$ cat src/rtl/srl_fifo.sv
// Purpose: synchronous FIFO on an addressable shift-register store (write shifts in at 0, read taps COUNT-1).
// Latency: a write into an empty FIFO shows on DOUT one cycle later; COUNT and flags are registered.
// Backpressure: writes to a full FIFO are dropped (OVERFLOW pulse) unless a read frees a slot in the same cycle;
//               reads of an empty FIFO are dropped (UNDERFLOW pulse).
module srl_fifo #(
    parameter int WIDTH      = 8,
    parameter int ADDR_WIDTH = 4
) (
    input  logic                  CLK,
    input  logic                  RST,
    input  logic [WIDTH-1:0]      DIN,
    input  logic                  WR,
    input  logic                  RD,
    output logic [WIDTH-1:0]      DOUT,
    output logic [ADDR_WIDTH:0]   COUNT,
    output logic                  EMPTY,
    output logic                  FULL,
    output logic                  HALF_FULL,
    output logic                  OVERFLOW,
    output logic                  UNDERFLOW
);

    localparam int                  DEPTH     = 2 ** ADDR_WIDTH;
    localparam logic [ADDR_WIDTH:0] DEPTH_CNT = (ADDR_WIDTH + 1)'(DEPTH);
    localparam logic [ADDR_WIDTH:0] HALF_CNT  = (ADDR_WIDTH + 1)'(DEPTH / 2);
    localparam logic [ADDR_WIDTH:0] ONE_CNT   = (ADDR_WIDTH + 1)'(1);
    localparam logic [ADDR_WIDTH-1:0] ONE_TAP = ADDR_WIDTH'(1);

    // Position k holds the k-th newest entry; the store is never cleared.
    logic [DEPTH-1:0][WIDTH-1:0] store;
    logic [ADDR_WIDTH:0]         count_q;
    logic                        overflow_q;
    logic                        underflow_q;
    logic                        empty;
    logic                        full;
    logic                        wr_ok;
    logic                        rd_ok;
    logic [ADDR_WIDTH-1:0]       tap;

    assign empty = (count_q == '0);
    assign full  = (count_q == DEPTH_CNT);

    // A read frees the slot a simultaneous write needs, so a full FIFO still accepts WR with RD.
    assign wr_ok = WR && (!full || RD) && !RST;
    assign rd_ok = RD && !empty && !RST;

    // Oldest entry sits at COUNT-1; at COUNT=DEPTH the low bits wrap to DEPTH-1 as required.
    assign tap  = count_q[ADDR_WIDTH-1:0] - ONE_TAP;
    assign DOUT = store[tap];

    assign COUNT     = count_q;
    assign EMPTY     = empty;
    assign FULL      = full;
    assign HALF_FULL = (count_q >= HALF_CNT);
    assign OVERFLOW  = overflow_q;
    assign UNDERFLOW = underflow_q;

    // Shift new data in at position 0 on every accepted write, independent of reset.
    always_ff @(posedge CLK) begin
        if (wr_ok) begin
            store <= {store[DEPTH-2:0], DIN};
        end
    end

    // Occupancy: a simultaneous accepted read and write leaves it unchanged.
    always_ff @(posedge CLK) begin
        if (RST) begin
            count_q <= '0;
        end else begin
            case ({wr_ok, rd_ok})
                2'b10:   count_q <= count_q + ONE_CNT;
                2'b01:   count_q <= count_q - ONE_CNT;
                default: count_q <= count_q;
            endcase
        end
    end

    // Error pulses reflect the previous cycle's rejected strobes only.
    always_ff @(posedge CLK) begin
        if (RST) begin
            overflow_q  <= 1'b0;
            underflow_q <= 1'b0;
        end else begin
            overflow_q  <= WR && full && !RD;
            underflow_q <= RD && empty;
        end
    end

endmodule

$ cat config.mk
export PLATFORM = sky130hd
export DESIGN_NAME = srl_fifo
export DESIGN_NICKNAME = d
export VERILOG_FILES = /design/src/rtl/srl_fifo.sv
export SDC_FILE = /design/constraint.sdc
export NUM_CORES = 1
export LEC_CHECK = 0
export CORE_UTILIZATION = 39
export CTS_CLUSTER_DIAMETER = 30
export DETAILED_ROUTE_END_ITERATION = 6
export GPL_TIMING_DRIVEN = 0
export HOLD_SLACK_MARGIN = 0.05
export PLACE_DENSITY = 0.57
export SYNTH_ARGS = -nofsm -noshare
export SYNTH_HDL_FRONTEND = slang
export SYNTH_SLANG_ARGS = --single-unit
$ cat constraint.sdc
create_clock -name CLK -period 6.45 [get_ports CLK]
set_input_delay 1.29 -clock CLK [delete_from_list [all_inputs] [get_ports CLK]]
set_output_delay 1.29 -clock CLK [all_outputs]
set_load 0.005 [all_outputs]
Yosys cells after proc, flatten, opt, wreduce, memory -nomap -nowiden. Index checks and enable logic that the tools add are counted.

ROM bits: 0. Bits in latches: 0. Register bits: 135. Output and inout port bits: 18. Memories: 0. Bits in writable memories: 0.

Bitwise gates (word level): 0. Divide/modulo/power cells: 0. $mul: 0. Magnitude comparators: 2. Eq/ne operators: 3. Reduce and logical (&&, ||, !) cells: 14. Multiplexer cells: 3. Shift operators: 0. $add $sub $neg: 3.

Operator list (number): binary-select mux 8 bit (select 4 bit) (1); case mux 5 bit (2 select lines) (1); two-way mux 8 bit (1); logical AND 1 bit (7); adder 5 x 1 -> 5 bit, second input constant (1); equality test 5 bit, second input constant (1); >= comparator 5 x 4 -> 1 bit, second input constant (1); zero test 5 bit (1); less-than comparator 4 x 5 -> 1 bit, second input constant (1); subtractor 5 x 1 -> 5 bit, second input constant (1); zero test 1 bit (4); subtractor 4 x 1 -> 4 bit, second input constant (1); equality test 2 x 1 -> 1 bit, second input constant (1); equality test 2 bit, second input constant (1); nonzero test 2 bit (1); logical OR 1 bit (1).

Longest topological paths before layout. Gate-level depths: netlist of the first run.

Word-level depth: 7. Depth in mapped cells: 14. Depth with buffers taken out: 13.

Worst setup path after synthesis of the first run. Ideal clock, no wire load.

Path type: input to register. From: input RST. To: register store[0] (netlist bit), enable pin. Library setup time: 481 ps. Setup slack: 1819 ps. Buffers on the path: 1. Stages: 3. Data required time: 5969 ps. Arrival: 4150 ps. Path through: buf_1 -> nand3b_1 -> inv_1.

Longest elaborated chain between the ends: 2.

Ends and longest elaborated chain: from (decl) (line 10) `input logic RST,`; zero test 1 bit (line 44) `assign wr_ok = WR && (!full || RD) && !RST;`; logical AND 1 bit (line 44); net wr_ok (line 36) `logic wr_ok;`; to (signal assigned) (line 61) `store <= {store[DEPTH-2:0], DIN};`; to (decl) (line 30) `logic [DEPTH-1:0][WIDTH-1:0] store;`.

The timed path passes the listed nets, and every way through them passes these cells. A chain may end at the register's enable or synchronous reset.

Worst setup path after layout of the first run.
From: register count_q[0] (netlist: COUNT[0]). To: output DOUT[1].

Longest elaborated chain between the ends: 3.

Ends and longest elaborated chain: from (decl) (line 31) `logic [ADDR_WIDTH:0] count_q;`; from (signal assigned) (line 71) `2'b10: count_q <= count_q + ONE_CNT;`; from (signal assigned) (line 72) `2'b01: count_q <= count_q - ONE_CNT;`; from (signal assigned) (line 73) `default: count_q <= count_q;`; subtractor 4 x 1 -> 4 bit (line 48) `assign tap = count_q[ADDR_WIDTH-1:0] - ONE_TAP;`; net tap[0] (line 38) `logic [ADDR_WIDTH-1:0] tap;`; binary-select mux 8 bit (select 4 bit) (line 49) `assign DOUT = store[tap];`; two-way mux 8 bit (implied by the code) (line 49); to (decl) (line 14) `output logic [WIDTH-1:0] DOUT,`.

The timed path passes the listed nets, and every way through them passes these cells. The select of a mux whose other input is x is not followed.

==> results of run 1 <==
stage by stage:
step	hold slack (ns)	std cells	setup slack (ns)	total power, uW
3_5_place_dp	0.4314	525	1.673	1537
5_1_grt	0.4532	556	1.020	2699
4_1_cts	0.4453	556	1.210	2621
2_1_floorplan	0.4207	320	1.819	1338
6_report	0.4427	556	1.362	2588
3_3_place_gp	0.4237	524	0.5318	1539
report_power, final:
| group | switching [uW] | internal, uW |
|---|---|---|
| clock network | 352 | 721 |
| registers | 19.5 | 1000 |
| logic | 262 | 233 |
synthesized netlist by cell type (all sizes together):
master | number | area share, %
a21o | 1 | 0.14
a21oi | 4 | 0.37
a221oi | 8 | 1.3
a32o | 8 | 1.6
and2 | 1 | 0.12
and3b | 1 | 0.16
and4bb | 1 | 0.23
buf | 11 | 1.1
clkbuf | 4 | 0.28
dfxtp | 7 | 2.6
edfxtp | 128 | 71
fa | 1 | 0.37
ha | 6 | 1.4
inv | 5 | 0.35
mux2 | 1 | 0.21
mux2i | 17 | 3.2
mux4 | 16 | 6.7
nand2 | 56 | 3.9
nand2b | 1 | 0.12
nand3 | 17 | 1.6
nand3b | 1 | 0.14
nor2 | 8 | 0.56
nor2b | 4 | 0.46
nor3 | 2 | 0.19
nor3b | 2 | 0.28
nor4b | 1 | 0.16
o21ai | 1 | 0.093
or2 | 1 | 0.12
or3b | 1 | 0.16
xnor2 | 2 | 0.32
xor2 | 3 | 0.63
layer usage:
| metal | track usage [%] | vias to the layer above | share of wire, % |
|---|---|---|---|
| met5 | 0 | - | 0 |
| met4 | 7.500 | 0 | 1.2 |
| met3 | 4.563 | 9 | 3.1 |
| met2 | 22.25 | 49 | 47 |
| met1 | 21.35 | 1432 | 48 |
| li1 | - | 1335 | - |
critical path, stage by stage (launching register included):
cell and delay (ns):
sky130_fd_sc_hd__dfxtp_1 0.42, sky130_fd_sc_hd__buf_2 0.35, sky130_fd_sc_hd__inv_1 0.17, sky130_fd_sc_hd__ha_1 0.33, sky130_fd_sc_hd__buf_2 0.21, sky130_fd_sc_hd__clkbuf_1 0.33
sky130_fd_sc_hd__nor2_1 0.67, sky130_fd_sc_hd__nand3_1 0.16, sky130_fd_sc_hd__a32o_2 0.30, sky130_fd_sc_hd__clkdlybuf4s50_1 0.44
cells by family after synthesis:
logic type,after synthesis,share of synthesized area [%]
compound gates,22,3.523
fa+ha+maj,7,1.762
flops,135,73.81
buf+inv,20,1.762
xor+xnor,5,0.9506
simple gates,97,8.160
mux,34,10.04
registers in the layout (all words and copies together) (netlist names):
register	count
COUNT	5
OVERFLOW	1
UNDERFLOW	1
store	128
final cells by class:
type / instances / area, sq um
tap: 176 / 220.2
clock inverter: 13 / 229.0
inverter: 5 / 23.77
buffer: 15 / 76.32
sequential: 135 / 3984
multi-input combinational: 165 / 1319
clock buffer: 18 / 429.2
timing repair buffer: 29 / 307.8
fill: 1153 / 6759
cell usage in the layout (no fill, tap or decap), types with 2 or more instances in the layout:
master / Yosys / final
sky130_fd_sc_hd__nor3_1: 2 / 2
sky130_fd_sc_hd__a221oi_1: 8 / 8
sky130_fd_sc_hd__xnor2_1: 2 / 2
sky130_fd_sc_hd__clkbuf_1: 4 / 5
sky130_fd_sc_hd__ha_1: 6 / 6
sky130_fd_sc_hd__nor3b_1: 2 / 2
sky130_fd_sc_hd__mux2i_1: 17 / 17
sky130_fd_sc_hd__clkdlybuf4s50_1: 0 / 28
sky130_fd_sc_hd__nor2b_1: 4 / 4
sky130_fd_sc_hd__mux4_2: 16 / 16
sky130_fd_sc_hd__a32o_2: 6 / 6
sky130_fd_sc_hd__nand2_1: 56 / 56
sky130_fd_sc_hd__buf_1: 2 / 2
sky130_fd_sc_hd__inv_1: 5 / 4
sky130_fd_sc_hd__xor2_1: 2 / 2
sky130_fd_sc_hd__edfxtp_1: 128 / 128
sky130_fd_sc_hd__dfxtp_1: 7 / 7
sky130_fd_sc_hd__a21oi_1: 4 / 4
sky130_fd_sc_hd__clkinv_4: 0 / 2
sky130_fd_sc_hd__a32o_1: 2 / 2
sky130_fd_sc_hd__buf_2: 7 / 7
sky130_fd_sc_hd__bufinv_16: 0 / 6
sky130_fd_sc_hd__clkinvlp_4: 0 / 3
sky130_fd_sc_hd__nor2_1: 8 / 8
sky130_fd_sc_hd__nand3_1: 17 / 17
sky130_fd_sc_hd__clkbuf_16: 0 / 17
worst min path at each step:
stage / slack (ns) / cells past startpoint / start / endpoint
3_3_place_gp: 0.42 / 0 / store[87] / store[95]
3_5_place_dp: 0.43 / 0 / store[87] / store[95]
6_report: 0.44 / 0 / store[87] / store[95]
5_1_grt: 0.45 / 0 / store[73] / store[81]
2_1_floorplan: 0.42 / 0 / store[104] / store[112]
4_1_cts: 0.45 / 0 / store[87] / store[95]
==> flow_results.org, run 1 <==
** STA
- Dividing the final minimum period by the clock period gives roughly four fifths.
- Actual slew at the worst max-slew pin :: ~0.76 ns
- The final count of hold timing violations is 0.
- In this run the tightest slew margin relative to its limit is 48.81%.
- Tmin final :: just over 5 ns
- Number of failing setup endpoints in the final timing report :: 0
- Sum of negative setup slack :: 0 ns
- Static timing analysis puts the maximum clock frequency at between 150 and 200 MHz.
- Setup repair after global routing left no endpoint under its margin.
- Max-slew violation count :: 0
- Clock tree skew after final layout :: between 0.006 and 0.007 ns

** Critical path
- For the worst flop-to-flop path, the logic depth is 13.
- In this run the critical register-to-register path is launched from COUNT[0].
- The worst register-to-register path ends at COUNT[4].
- Critical path origin :: COUNT[0]
- The critical path is of the reg2out type.
- Flop-to-flop setup slack :: between 2 and 3 ns
- Of all nets on the critical path, the largest fanout is 10.
- Data on the critical path arrives at its endpoint at 3.80 ns.
- Crit path capture type :: primary output
- At the worst endpoint, the required time is between 5 and 6 ns.
- Endpoint of the worst setup timing path :: DOUT[1]
- Startpoint type of the worst setup path :: flip-flop

** Floorplan
- Once the floorplan was initialized, standard cells occupied roughly 40% of the core.
- Height of the die :: 119.6 microns
- Die Width :: roughly 120 microns
- Ports placed on the boundary :: 30
- Area enclosed by the die boundary :: 14,310 sq um
- The core region is ~13,000 sq um.
- In this run the core area contains between 40 and 50 standard-cell rows.

** Synth
- Post-Syn Area per Cell :: approximately 17 sq um
- Post-Synthesis Cell Area :: approximately 5400 sq um
- Of the synthesized area, sequential elements account for 73.81%.
- Synthesis produced a netlist whose cell count is 320.
- The number of nets handed over by synthesis was approximately 340.
- Number of storage elements in the synthesis netlist :: around 140
- Count of cell types in the netlist :: 36
- Warnings from Yosys :: 0

** Clock tree
- The tree is rooted in a sky130_fd_sc_hd__clkbuf_16.
- Clock tree sinks :: 135
- Clock-pin slew was measured on the worst setup and hold paths at roughly 0.06 ns.
- Hold buffer count at cts :: 0
- Post-CTS timing repair inserted 0 buffers for setup.
- The clock passes through at most 2 buffers.
- Clock latency on the worst-skew pair :: ~0.42 ns
- CTS tree :: yes
- The number of gates resized after CTS was 0.
- Htree depth :: 4
- Number of buffers inserted during clock tree synthesis :: 17

** Place
- The placed instances occupy a cell area of between 5000 and 6000 sq um.
- Detailed placement ended at an HPWL of 6027 microns.
- During placement, the flow inserted port buffers numbering 28.
- Routability-driven placement finished with a final weighted congestion of approximately 0.75.

** GRT
- Antenna violations before repair :: 0
- Via count of the first global-routing pass :: 2,813
- Entering global routing, the biggest net connects 109 pins.
- The total overflow left after global routing is 0.
- Total global routing track utilization :: approximately 15%
- The first global-routing pass estimated 15,900 microns of wire.

** Power and ir drop
- Pwr Density :: just under 400 nW/um^2
- Across the VDD grid, the largest voltage drop is roughly 0.24 mV.
- For this design the static power due to leakage is approximately 0.0024 uW.

** Final layout
- In the final layout, the share of cells above drive strength 1 is between 15 and 20%.
- Net count, final :: a little under 400
- The repair_antennas step left the layout with diodes totalling 0.
- The area growth from synthesis to layout is 22.07%.
- Final core occ :: between 40% and 50%
- With fillers left out, the area of the finished cells amounts to 6589 sq um.

** Outcome
- The flow ran to the end, and the final reports show no timing, DRC or antenna violations.

** Routing
- DR pass1 iterations :: 5
- Antenna violation net count after detailed routing :: 0
- Using the TritonRoute via totals, the vias-per-cell ratio works out to 5.081.
- The routed layout has roughly 2,800 vias.
- Dividing the detail-routed wire length by the instance count gives about 18 microns.
- Iter 0 DRT Violations :: approximately 200
- After detailed routing, the number of remaining DRC violations is 0.
- Total wire length :: 9966 microns

** Job
- The tool flagged a number of max-cap violations equal to 0.

** Min path
- The min-delay analysis places its worst path in the category reg2reg.
Power figures use the tool's default switching activity.
==> run 2, diff against run 1 <==
- PLACE_DENSITY: 0.57 -> 0.59
- clock period: 6.45 -> 4.2 ns (I/O delays scaled with it)
==> run 2 against run 1 <==
Against the previous run:
- non-clock buffer count is 3 higher
- setup slack worse by 1.2 ns
- largest power group is now registers
- highest routed layer unchanged
- via count is 0.85% higher
- core utilization is 0.084 points lower
- clock skew is 0.0016 ns lower
- critical endpoint unchanged
- cell area is 0.17% lower
- power is 45% higher
- combinational power is 57% higher
- final cell count is 0.72% higher
- clock power is 31% higher
- register-to-register slack worse by 2.0 ns
==> flow_results.org, run 2 (synthesis gave the netlist of run 1 again) <==
** Outcome
- The flow ran to the end, and the final reports show no timing, DRC or antenna violations.

** Power and ir drop
- In this run the static leakage power is 0.002347 uW.
- Switching part of the total :: 25.86%
- Pwr Density :: 570.0 nW/um^2
- Across the VDD grid, the largest voltage drop is roughly 0.32 mV.
- Cell-internal power :: between 2000 and 3000 uW
- Proportion of power drawn by the clock network :: 37.4%
- Share of total power in combinational logic :: 20.8%
- NetSw :: 969.4 uW
- Sequential cells burn approximately two fifths of the power.
- Overall power :: 3749 uW

** Clock tree
- Htree depth :: 4
- TritonCTS built the clock tree.
- Number of buffers inserted during clock tree synthesis :: 17
- Hold repair after CTS inserted 0 buffers.
- CTS root buffer :: sky130_fd_sc_hd__clkbuf_16
- The clock drives approximately 140 sinks.
- Clock tree buffer depth :: 2
- Clock latency on the worst-skew pair :: between 0.4 and 0.5 ns
- Clock transition at the registers of the reported paths :: 0.06 ns

** Floorplan
- Ports placed on the boundary :: 30
- Initial core utilization :: approximately two fifths
- The total area inside the core boundary comes to between 10,000 and 15,000 sq um.
- Height of the die :: 119.6 microns
- The die covers 14,310 sq um.
- Die Width :: 119.6 microns
- In this run the core area contains between 40 and 50 standard-cell rows.

** GRT
- The total overflow left after global routing is 0.
- For this run, the total global-route usage over all layers was measured as approximately 15%.
- Entering global routing, the biggest net connects between 40 and 50 pins.
- The via count of the first global-routing pass came to between 2,000 and 3,000.
- Antenna violations before repair :: 0
- First-pass GRT wire length :: 15,570 microns

** STA
- Share of the clock period used by the worst path :: between 90% and 100%
- Actual slew at the worst max-slew pin :: 0.6873 ns
- Number of failing setup endpoints in the final timing report :: 0
- Setup repair after global routing left no endpoint under its margin.
- Headroom to the max-slew limit came out at between 50% and 60%.
- The final count of hold timing violations is 0.
- The number of pins exceeding their max-slew limit in the final report was 0.
- Maximum clock frequency :: ~250 MHz
- Clock tree skew after final layout :: 0.004932 ns
- Tmin final :: around 4 ns
- Sum of negative setup slack :: 0 ns

** Place
- Once placement completed, the tool counted placed cells totaling 527.
- Once detailed placement completed, the half-perimeter wirelength came to ~6300 microns.
- The congestion estimate from routability-driven global placement came to ~0.75.
- Area after DPL :: 5962 sq um
- IO buf count :: 28

** Final layout
- Most used cells in the layout excluding fill and tap cells :: 128 x sky130_fd_sc_hd__edfxtp_1, 56 x sky130_fd_sc_hd__nand2_1, 28 x sky130_fd_sc_hd__clkdlybuf4s50_1
- 0 antenna diodes ended up in the layout.
- Final core occ :: around 49%
- Register with the highest flop count :: store
- Net count, final :: just under 400
- The register with the most flip-flops in the layout has ~130 of them.
- Design area :: around 6600 sq um
- Relative to the synthesized area, the layout overhead comes to 21.86%.
- The count of cells in the finished layout, fillers not included, comes to 560.
- Leading cell type in the layout, fill and taps excluded :: sky130_fd_sc_hd__edfxtp_1
- Of the cells placed in the final design, the portion with a size suffix greater than 1 is about 20%.

** Critical path
- Category of the critical setup timing path :: reg2out
- Crit-path slowest cell :: sky130_fd_sc_hd__clkdlybuf4s50_1
- STA puts the critical path data arrival time at about 3.2 ns.
- Critical path cell sequence :: buf_6 > inv_1 > ha_1 > clkbuf_4 > buf_4 > nor2_2 > nand3_1 > a32o_2 > clkdlybuf4s50_1
- In this design, the stage delay of the slowest critical-path cell is roughly 0.44 ns.
- The kind of cell with the highest combined delay along the critical path is buffers and inverters.
- Crit path capture type :: primary output
- For the worst setup path, the data required time is between 3 and 4 ns.
- Crit-path max FO :: 10
- Startpoint type of the worst setup path :: flip-flop
- The number of buffers and inverters on the critical path is 5.

** Routing
- The first detailed-routing pass ran for 6 iterations.
- Iter 0 DRT Violations :: between 150 and 200
- Antenna violation net count after detailed routing :: 0
- After detailed routing, the number of remaining DRC violations is 0.
- Using the TritonRoute via totals, the vias-per-cell ratio works out to a little over 5.
- The routed layout has 2,849 vias.
- Total wire length :: 9691 microns
- After detailed routing, the average wire length per cell comes to about 17 microns.

** Job
- Max-cap violations in this run came to 0.

** Min path
- The worst hold path belongs to the class reg2reg.
run 2: cell types whose count changed in the layout (fill, tap and decap cells not counted), moves of 2 or more:
| cell | change |
|---|---|
| sky130_fd_sc_hd__buf_6 | +2 |
| sky130_fd_sc_hd__clkinvlp_4 | +2 |
| sky130_fd_sc_hd__clkbuf_2 | +2 |
| sky130_fd_sc_hd__buf_12 | +3 |
| sky130_fd_sc_hd__bufinv_16 | -4 |
| sky130_fd_sc_hd__clkinv_2 | +3 |
| sky130_fd_sc_hd__clkbuf_1 | -3 |
| sky130_fd_sc_hd__nor2_1 | -2 |
| sky130_fd_sc_hd__nor2_2 | +2 |
run 2: timing repair:
action / in CTS / in global routing
hold endpoints to repair: 0 / 0
gates cloned: 0 / 0
pin swaps: 0 / 0
setup buffers: 0 / 1
endpoints found under the setup margin: 8 / 8
gates resized for setup: 9 / 6
run 2: power groups by stage:
stage                     sequential [uW]  combinational (uW)  clock (uW)
after floorplan                      1590                 467           0
final                                1570                 779        1400
after global routing                 1570                 847        1490
after global placement               1590                 756           0
after CTS                            1570                 783        1430
after detailed placement             1590                 764           0
run 2: layout make-up:
class                           instances  area, sq um
Buffer                                 15        96.34
Clock buffer                           18        429.2
Clock inverter                         14        135.1
Fill cell                            1167         6770
Inverter                                5        22.52
Multi-Input combinational cell        165         1343
Sequential cell                       135         3984
Tap cell                              176        220.2
Timing Repair Buffer                   32        347.8
run 2: worst paths after layout:
kind / slack (ns) / cells after the start / start / endpoint
min: 0.44 / 0 / store[101] / store[109]
min reg2reg: 0.44 / 0 / store[101] / store[109]
max: 0.21 / 9 / COUNT[0] / DOUT[1]
max reg2reg: 0.77 / 13 / COUNT[0] / COUNT[4]
run 2: metrics by stage:
step | hold slack (ns) | setup slack (ns)
after global placement | 0.4239 | -0.4180
after CTS | 0.4438 | 0.009849
after global routing | 0.4478 | 0.01749
final | 0.4426 | 0.2070
after detailed placement | 0.4310 | -0.01708
after floorplan | 0.4207 | 0.6030
run 2: layer usage:
| metal | up-vias | part of all wire (%) | GRT usage, % |
|---|---|---|---|
| li1 | 1348 | - | - |
| met1 | 1432 | 49 | 21.10 |
| met2 | 56 | 46 | 21.06 |
| met3 | 13 | 3.4 | 3.992 |
| met4 | 0 | 1.7 | 8.203 |
| met5 | - | 0 | 0 |
